===== config.mk =====
export PLATFORM = sky130hd
export DESIGN_NAME = matrix_key_emulator
export DESIGN_NICKNAME = d
export VERILOG_FILES = /design/src/rtl/matrix_key_emulator.sv
export SDC_FILE = /design/constraint.sdc
export NUM_CORES = 1
export LEC_CHECK = 0
export ABC_AREA = 0
export CAP_MARGIN = 15
export CORE_UTILIZATION = 40
export DETAILED_ROUTE_END_ITERATION = 10
export PLACE_DENSITY = 0.72
export SYNTH_ARGS = -nofsm -noshare
export SYNTH_HDL_FRONTEND = slang
export SYNTH_SLANG_ARGS = --single-unit

===== constraint.sdc =====
create_clock -name clk -period 2.13 [get_ports clk]
set_clock_uncertainty 0.2 [all_clocks]
set_input_delay 0.3195 -clock clk [delete_from_list [all_inputs] [get_ports clk]]
set_output_delay 0.3195 -clock clk [all_outputs]
set_load 0.05 [all_outputs]

===== src/rtl/matrix_key_emulator.sv =====
// 4x4 membrane keypad model: latches a requested key, then closes its switch with optional contact bounce.
// Build option: define KEYEMU_BOUNCE_EN to add the BOUNCE_IN/BOUNCE_OUT phases around HOLD.
module matrix_key_emulator #(
  parameter int HOLD_CYCLES   = 50,
  parameter int BOUNCE_CYCLES = 5,
  parameter int GAP_CYCLES    = 20
) (
  input  logic       clk,
  input  logic       rst,
  input  logic       press_req,
  input  logic [3:0] press_code,
  output logic       press_ready,
  input  logic [3:0] lin_matrix,
  output logic [3:0] col_matrix,
  output logic       busy,
  output logic       done
);

  localparam int HOLD_N = (HOLD_CYCLES < 1) ? 1 : HOLD_CYCLES;
  localparam int GAP_N  = (GAP_CYCLES < 1) ? 1 : GAP_CYCLES;
  localparam int HG_MAX = (HOLD_N > GAP_N) ? HOLD_N : GAP_N;
  localparam int MAX_N  = (BOUNCE_CYCLES > HG_MAX) ? BOUNCE_CYCLES : HG_MAX;
  localparam int CW     = $clog2(MAX_N) + 1;

  localparam logic [CW-1:0] HOLD_LAST = CW'(HOLD_N - 1);
  localparam logic [CW-1:0] GAP_LAST  = CW'(GAP_N - 1);

`ifdef KEYEMU_BOUNCE_EN
  localparam logic [CW-1:0] BOUNCE_LAST = CW'((BOUNCE_CYCLES > 0) ? BOUNCE_CYCLES - 1 : 0);
  typedef enum logic [2:0] {IDLE, BOUNCE_IN, HOLD, BOUNCE_OUT, GAP} state_t;
`else
  typedef enum logic [1:0] {IDLE, HOLD, GAP} state_t;
`endif

  state_t          state, nxt_state;
  logic [CW-1:0]   cnt, nxt_cnt, cnt_inc;
  logic [1:0]      key_row, key_col, nxt_row, nxt_col;
  logic            contact;

  function automatic logic [3:0] decode(input logic [3:0] code);
    case (code)
      4'h1: decode = 4'b00_00;
      4'h2: decode = 4'b00_01;
      4'h3: decode = 4'b00_10;
      4'hA: decode = 4'b00_11;
      4'h4: decode = 4'b01_00;
      4'h5: decode = 4'b01_01;
      4'h6: decode = 4'b01_10;
      4'hB: decode = 4'b01_11;
      4'h7: decode = 4'b10_00;
      4'h8: decode = 4'b10_01;
      4'h9: decode = 4'b10_10;
      4'hC: decode = 4'b10_11;
      4'hE: decode = 4'b11_00;
      4'h0: decode = 4'b11_01;
      4'hF: decode = 4'b11_10;
      default: decode = 4'b11_11;
    endcase
  endfunction

  // Contact level for a given phase position; bounce phases toggle on counter parity.
  function automatic logic contact_of(input state_t st, input logic [CW-1:0] k);
    case (st)
`ifdef KEYEMU_BOUNCE_EN
      BOUNCE_IN:  contact_of = k[0];
      BOUNCE_OUT: contact_of = ~k[0];
`endif
      HOLD:       contact_of = 1'b1;
      default:    contact_of = 1'b0;
    endcase
  endfunction

  // Saturating increment: the counter never wraps even if a bound is missed.
  assign cnt_inc = (cnt == {CW{1'b1}}) ? cnt : cnt + CW'(1);

  always_comb begin
    nxt_state = state;
    nxt_cnt   = cnt;
    nxt_row   = key_row;
    nxt_col   = key_col;
    case (state)
      IDLE: begin
        if (press_req && press_ready) begin
          {nxt_row, nxt_col} = decode(press_code);
          nxt_cnt = '0;
`ifdef KEYEMU_BOUNCE_EN
          nxt_state = (BOUNCE_CYCLES == 0) ? HOLD : BOUNCE_IN;
`else
          nxt_state = HOLD;
`endif
        end
      end
`ifdef KEYEMU_BOUNCE_EN
      BOUNCE_IN: begin
        nxt_cnt = cnt_inc;
        if (cnt == BOUNCE_LAST) begin
          nxt_state = HOLD;
          nxt_cnt   = '0;
        end
      end
      BOUNCE_OUT: begin
        nxt_cnt = cnt_inc;
        if (cnt == BOUNCE_LAST) begin
          nxt_state = GAP;
          nxt_cnt   = '0;
        end
      end
`endif
      HOLD: begin
        nxt_cnt = cnt_inc;
        if (cnt == HOLD_LAST) begin
`ifdef KEYEMU_BOUNCE_EN
          nxt_state = (BOUNCE_CYCLES == 0) ? GAP : BOUNCE_OUT;
`else
          nxt_state = GAP;
`endif
          nxt_cnt = '0;
        end
      end
      GAP: begin
        nxt_cnt = cnt_inc;
        if (cnt == GAP_LAST) begin
          nxt_state = IDLE;
          nxt_cnt   = '0;
        end
      end
      default: begin
        nxt_state = IDLE;
        nxt_cnt   = '0;
      end
    endcase
  end

  always_ff @(posedge clk) begin
    if (rst) begin
      state       <= IDLE;
      cnt         <= '0;
      key_row     <= 2'd0;
      key_col     <= 2'd0;
      contact     <= 1'b0;
      press_ready <= 1'b1;
      busy        <= 1'b0;
      done        <= 1'b0;
    end else begin
      state       <= nxt_state;
      cnt         <= nxt_cnt;
      key_row     <= nxt_row;
      key_col     <= nxt_col;
      contact     <= contact_of(nxt_state, nxt_cnt);
      press_ready <= (nxt_state == IDLE);
      busy        <= (nxt_state != IDLE);
      done        <= (state == GAP) && (nxt_state == IDLE);
    end
  end

  // Physical switch: zero-latency path from row drive to column sense.
  always_comb begin
    col_matrix = 4'b1111;
    if (contact && !lin_matrix[key_row]) col_matrix[key_col] = 1'b0;
  end

endmodule


==> results.json, run 1 <==
{
  "muxShareOfSynthArea_pct": 5.34,
  "hpwl_um": 1640,
  "leakagePower_nw": 0.487,
  "routed_wl_um": 2160,
  "synth_compound_area_share_pct": 27.3,
  "layout.nets": 153,
  "slew_headroom_pct": 58.4,
  "synth_xor_xnor_area_share_pct": 2.61,
  "rows": 17,
  "cp-end-kind": "output pin",
  "cts_made_buffers": 3,
  "r2r_slack_ns": 0.12,
  "grt_overflow": 0,
  "gp_congestion": 0.821,
  "cts_hold_buf": 0,
  "synth_top_family_by_area": "compound AO/OA/AOI/OAI gates",
  "syn-num-nets": 133,
  "worstHoldStart": "key_row[0]$_SDFFE_PP0P_",
  "synth_ff_type": "dfxtp_1",
  "fmax_mhz": 436,
  "drive_gt1_share_pct": 19.3,
  "ys_seq_area_share_pct": 33.8,
  "clock_path_buffers": 2,
  "yosysWarnings": 0,
  "path_clk_slew_ns": 0.10,
  "fin_crit_ns": 2.30,
  "grt_setup_unrepaired": "yes",
  "r2r_start": "state[0]$_SDFF_PP0_",
  "cts_sinks": 17,
  "route.vias.total": 914,
  "grt.total_usage_pct": 18.2,
  "p_total_uw": 760,
  "failed_checks": "negative setup slack",
  "yosys.area.top_type_share_pct": 33.8,
  "use_met2_pct": 33.3,
  "grt_max_degree": 18,
  "n_antenna_cell": 0,
  "regToRegEndpoint": "state[1]$_SDFF_PP0_",
  "drt_iter0_markers": 6,
  "syn2layout_area_growth_pct": 26.5,
  "dp_slack_ns": -0.241,
  "drc": 0,
  "synthArstFlopShare_pct": 0,
  "synth_seq_cells": 17,
  "use_met3_pct": 1.74,
  "grt_pass1_wl_um": 3690,
  "critical_path_class": "register to output pin",
  "crit_arrival_ns": 1.78,
  "status": "complete, but fails checks",
  "synthTopCellsByArea": "dfxtp_1 (34%), ha_1 (7.5%), a211oi_1 (4.5%)",
  "synth_edf_count": 0,
  "post_drt_wl_per_cell_um": 13.2,
  "min_to": "key_row[0]$_SDFFE_PP0P_",
  "synth_fa_ha_area_share_pct": 7.45,
  "reg2reg_depth": 7,
  "antenna_found_initial": 0,
  "gr-usage-met1_pct": 21.3,
  "start_util_pct": 43.8,
  "required_ns": 1.61,
  "p_per_area_nw_per_um2": 597,
  "worstSetupStartpoint": "key_row[0]$_SDFFE_PP0P_",
  "cts_tree": "built",
  "grt_pass1_vias": 876,
  "nFillCells": 213,
  "worst_slew_pin_slew_ns": 0.621,
  "die_x_um": 52.2,
  "synth_common_cells": "dfxtp_1 (17), nand2_1 (11), clkbuf_1 (7), nor2_1 (7)",
  "dieArea_um2": 2720,
  "cts_setup_buffers": 0,
  "stdcell_area_um2": 1270,
  "fp.coreArea_um2": 2300,
  "firstDrtPassIters": 5,
  "setup_tns_ns": -0.522,
  "avgSynthCellArea_um2": 8.68,
  "syn_inst": 116,
  "io_pins": 18,
  "synth-simple-area-share_pct": 19.0,
  "root_buffer": "clkbuf_4",
  "vdd_drop_max_mv": 0.331,
  "cts_max_level": 1,
  "hold_violations": 0,
  "period_share_pct": 108,
  "critPathLaunchType": "register",
  "slew_violations": 0,
  "die_h_um": 52.2,
  "fin_ws_ns": -0.166,
  "min_path_type": "register to register",
  "grt-busiest-layer": "met2",
  "placed_area_um2": 1210,
  "ant_nets": 0,
  "portBuffers": 17,
  "vias_per_cell": 5.61,
  "yosysTopAreaCell": "dfxtp_1",
  "synth.most_common_cell": "dfxtp_1",
  "maxCapViolCount": 0,
  "worstSkewPairLatency_ns": 0.28,
  "min_path_cells": 2,
  "crit_fanout": 2,
  "yosysUniqueCellTypes": 40,
  "report.final.setup_viol": 4,
  "netlist_area_um2": 1010
}
-- kinds of logic after synthesis --
logic type	count (synthesis)
buffers and inverters	12
AO/OA/AOI/OAI	37
AND/OR/NAND/NOR	37
multiplexers	4
adder cells (fa/ha/maj)	6
XOR/XNOR	3
flip-flops	17
-- metal layers --
| layer | part of all wire, % | vias to the layer above | wire length [um] |
|---|---|---|---|
| li1 | - | 467 | - |
| met1 | 46 | 433 | 999 |
| met2 | 51 | 12 | 1090 |
| met3 | 1.7 | 2 | 36 |
| met4 | 1.3 | 0 | 27 |
| met5 | 0 | - | 0 |
-- cell usage in the layout (no fill, tap or decap), types with 3 or more instances in the layout --
cell type | netlist | layout
dfxtp_1 | 17 | 16
nand2_1 | 11 | 11
clkdlybuf4s50_1 | 0 | 9
a211oi_1 | 6 | 6
ha_1 | 6 | 6
inv_1 | 5 | 5
nor2_1 | 7 | 5
buf_4 | 0 | 5
o21ai_0 | 4 | 4
dlygate4sd2_1 | 0 | 4
nand3_1 | 3 | 3
a21oi_1 | 3 | 3
o211ai_1 | 3 | 3
xor2_1 | 3 | 3
clkbuf_4 | 0 | 3
buf_6 | 0 | 3
-- sequential cells by signal, summed over array words and instances (netlist names) --
signal and count:
cnt 7, key_col 2, key_row 2, state 2, busy 1, contact 1, done 1, press_ready 1
-- how the worst max path moves through the flow --
stage	end	slack, ns	cells past startpoint
global placement	col_matrix[0]	-0.19	5
global route	col_matrix[0]	-0.22	4
CTS	col_matrix[0]	-0.21	4
floorplan	col_matrix[0]	0.09	3
detailed placement	col_matrix[0]	-0.24	5
finish	col_matrix[0]	-0.17	4
-- power breakdown --
part | switching (mW) | internal, mW | total (mW)
combinational | 0.122 | 0.101 | 0.223
sequential | 0.0224 | 0.343 | 0.365
clock | 0.102 | 0.0697 | 0.172
-- through the flow --
stage	util [%]	cells	hold slack [ns]
after global routing	55.4	163	0.317
after floorplan	-	116	0.254
after detailed placement	52.8	159	0.297
final	55.4	163	0.290
after CTS	55.3	163	0.296
after global placement	52.8	159	0.274
-- cell type report --
cell class,count,area [um^2],share of cell area (%)
Multi-Input combinational cell,87,639,50.2
Sequential cell,17,342,26.8
Timing Repair Buffer,22,211,16.6
Tap cell,28,35.0,2.75
Clock buffer,3,22.5,1.77
Inverter,5,18.8,1.47
Clock inverter,1,5.00,0.393
-- worst max-delay path, stage by stage (launching register included) --
cell      delay, ns
dfxtp_2        0.36
mux4_2         0.49
nand2b_4       0.15
or3_4          0.33
buf_8          0.16
-- timing repair --
item | in CTS | in global routing
gates resized for setup | 13 | 1
pin swaps | 1 | 1
setup endpoints to repair | 4 | 4
(Power assumes the default switching activity.)
==> run 2: changes to the inputs <==
--- a/config.mk
+++ b/config.mk
@@ -5,10 +5,10 @@
 export SDC_FILE = /design/constraint.sdc
 export NUM_CORES = 1
 export LEC_CHECK = 0
-export ABC_AREA = 0
 export CAP_MARGIN = 15
 export CORE_UTILIZATION = 40
 export DETAILED_ROUTE_END_ITERATION = 10
+export MAX_ROUTING_LAYER = met4
 export PLACE_DENSITY = 0.72
 export SYNTH_ARGS = -nofsm -noshare
 export SYNTH_HDL_FRONTEND = slang
==> run 2 against run 1 <==
The flow still finishes with violations (negative setup slack); hold slack better by 0.00064 ns; first-iteration DRC count up 83%; global-route usage is 0.60 points higher; routed wire length increased by 0.32%; sequential share of layout area decreased by 0.13 points; via count decreased by 0.22%; core utilization up 0.27 points.
==> results.json, run 2 (synthesis results as in run 1) <==
{
  "status": "complete, but fails checks",
  "failed_checks": "negative setup slack",
  "vias_per_cell": 5.60,
  "layout.nets": 153,
  "cts_max_level": 1,
  "cp_cell_sequence": "mux4_2 > nand2b_4 > or3_4 > buf_8",
  "io_pins": 18,
  "vdd_drop_max_mv": 0.330,
  "fmax_mhz": 436,
  "layout_commonest_cell": "dfxtp_1",
  "grt_pass1_vias": 872,
  "drive_gt1_share_pct": 20.0,
  "period_share_pct": 108,
  "cp_top_family": "multiplexers",
  "antenna_found_initial": 0,
  "drc": 0,
  "start_util_pct": 43.8,
  "drt_iter0_markers": 11,
  "multi_input_area_um2": 646,
  "postLayoutCoreUtil_pct": 55.7,
  "maxCapViolCount": 0,
  "cp_num_buf_inv": 1,
  "clock_path_buffers": 2,
  "portBuffers": 17,
  "final_cell_mix": "dfxtp_1 (16), nand2_1 (11), clkdlybuf4s50_1 (9)",
  "cts_made_buffers": 3,
  "critPathLaunchType": "register",
  "cts_tree": "built",
  "ant_nets": 0,
  "syn2layout_area_growth_pct": 27.1,
  "use_met2_pct": 33.3,
  "route.vias.total": 912,
  "hpwl_um": 1640,
  "gp_congestion": 0.834,
  "nFillCells": 215,
  "gr-usage-met1_pct": 21.6,
  "leakagePower_nw": 0.487,
  "die_x_um": 52.2,
  "fin_crit_ns": 2.29,
  "cp-end-kind": "output pin",
  "fp.coreArea_um2": 2300,
  "critical_path_class": "register to output pin",
  "rows": 17,
  "setup_tns_ns": -0.522,
  "path_clk_slew_ns": 0.10,
  "n_antenna_cell": 0,
  "min_path_type": "register to register",
  "crit_fanout": 2,
  "use_met3_pct": 1.74,
  "p_per_area_nw_per_um2": 595,
  "fin_ws_ns": -0.165,
  "worst_slew_pin_slew_ns": 0.636,
  "hold_violations": 0,
  "slowest_delay_ns": 0.49,
  "grt_setup_unrepaired": "yes",
  "critPathSlowestCell": "mux4_2",
  "cts_hold_buf": 0,
  "die_h_um": 52.2,
  "required_ns": 1.61,
  "cts_sinks": 17,
  "root_buffer": "clkbuf_4",
  "report.final.setup_viol": 4,
  "post_drt_wl_per_cell_um": 13.3,
  "grt_pass1_wl_um": 3720,
  "routed_wl_um": 2160,
  "crit_arrival_ns": 1.78,
  "firstDrtPassIters": 4,
  "top_register": "cnt",
  "slew_headroom_pct": 57.5,
  "regArea_um2": 342,
  "grt-busiest-layer": "met2",
  "largest_reg_flops": 7,
  "slew_violations": 0,
  "worstSkewPairLatency_ns": 0.28,
  "dieArea_um2": 2720,
  "grt_max_degree": 18,
  "grt_overflow": 0,
  "grt.total_usage_pct": 18.8
}
==> run 2: cell counts in the layout (fill, tap and decap cells not counted) <==
Identical to the previous run, type by type.
==> run 2: path summary, 6_finish.rpt <==
path | cells after the start | to | slack (ns) | from
worst max-delay path | 4 | col_matrix[0] | -0.16 | key_row[0]$_SDFFE_PP0P_
worst min-delay path | 2 | key_row[0]$_SDFFE_PP0P_ | 0.29 | key_row[0]$_SDFFE_PP0P_
worst min register to register | 2 | key_row[0]$_SDFFE_PP0P_ | 0.29 | key_row[0]$_SDFFE_PP0P_
worst max register to register | 7 | state[1]$_SDFF_PP0_ | 0.12 | state[0]$_SDFF_PP0_
==> run 2: layout make-up <==
type                       instances  area share [%]
multi-input combinational         87            50.4
sequential                        17            26.7
timing repair buffer              22            16.5
tap                               28            2.74
clock buffer                       3            1.76
inverter                           5            1.47
clock inverter                     1           0.391
==> run 2: repair_timing <==
item,in CTS,in global routing
pin swaps,1,1
gates resized for setup,13,2
setup endpoints to repair,4,5
buffers inserted,0,0
==> run 2: worst min-delay path, stage by stage (launching register included) <==
cell	delay, ns
dfxtp_2	0.34
nand2_1	0.06
a21oi_1	0.06
==> run 2: metrics by stage <==
step	instances	hold WS, ns	setup slack (ns)	power, mW	instance area (um^2)
after global placement	159	0.274	-0.193	0.575	1210
after global routing	163	0.317	-0.218	0.808	1280
after detailed placement	159	0.297	-0.241	0.584	1210
after CTS	163	0.296	-0.208	0.764	1270
final	163	0.291	-0.165	0.762	1280
after floorplan	116	0.254	0.0914	0.511	1010
==> run 2: report_power, final <==
| group | internal (mW) | total (mW) | switching, mW |
|---|---|---|---|
| Combinational | 0.101 | 0.224 | 0.123 |
| Clock | 0.0697 | 0.172 | 0.102 |
| Sequential | 0.343 | 0.365 | 0.0226 |
==> run 2: per-layer routing <==
metal,vias to the layer above,wire (um)
met4,0,42
li1,468,-
met2,12,1090
met3,4,30
met1,428,998
met5,-,0
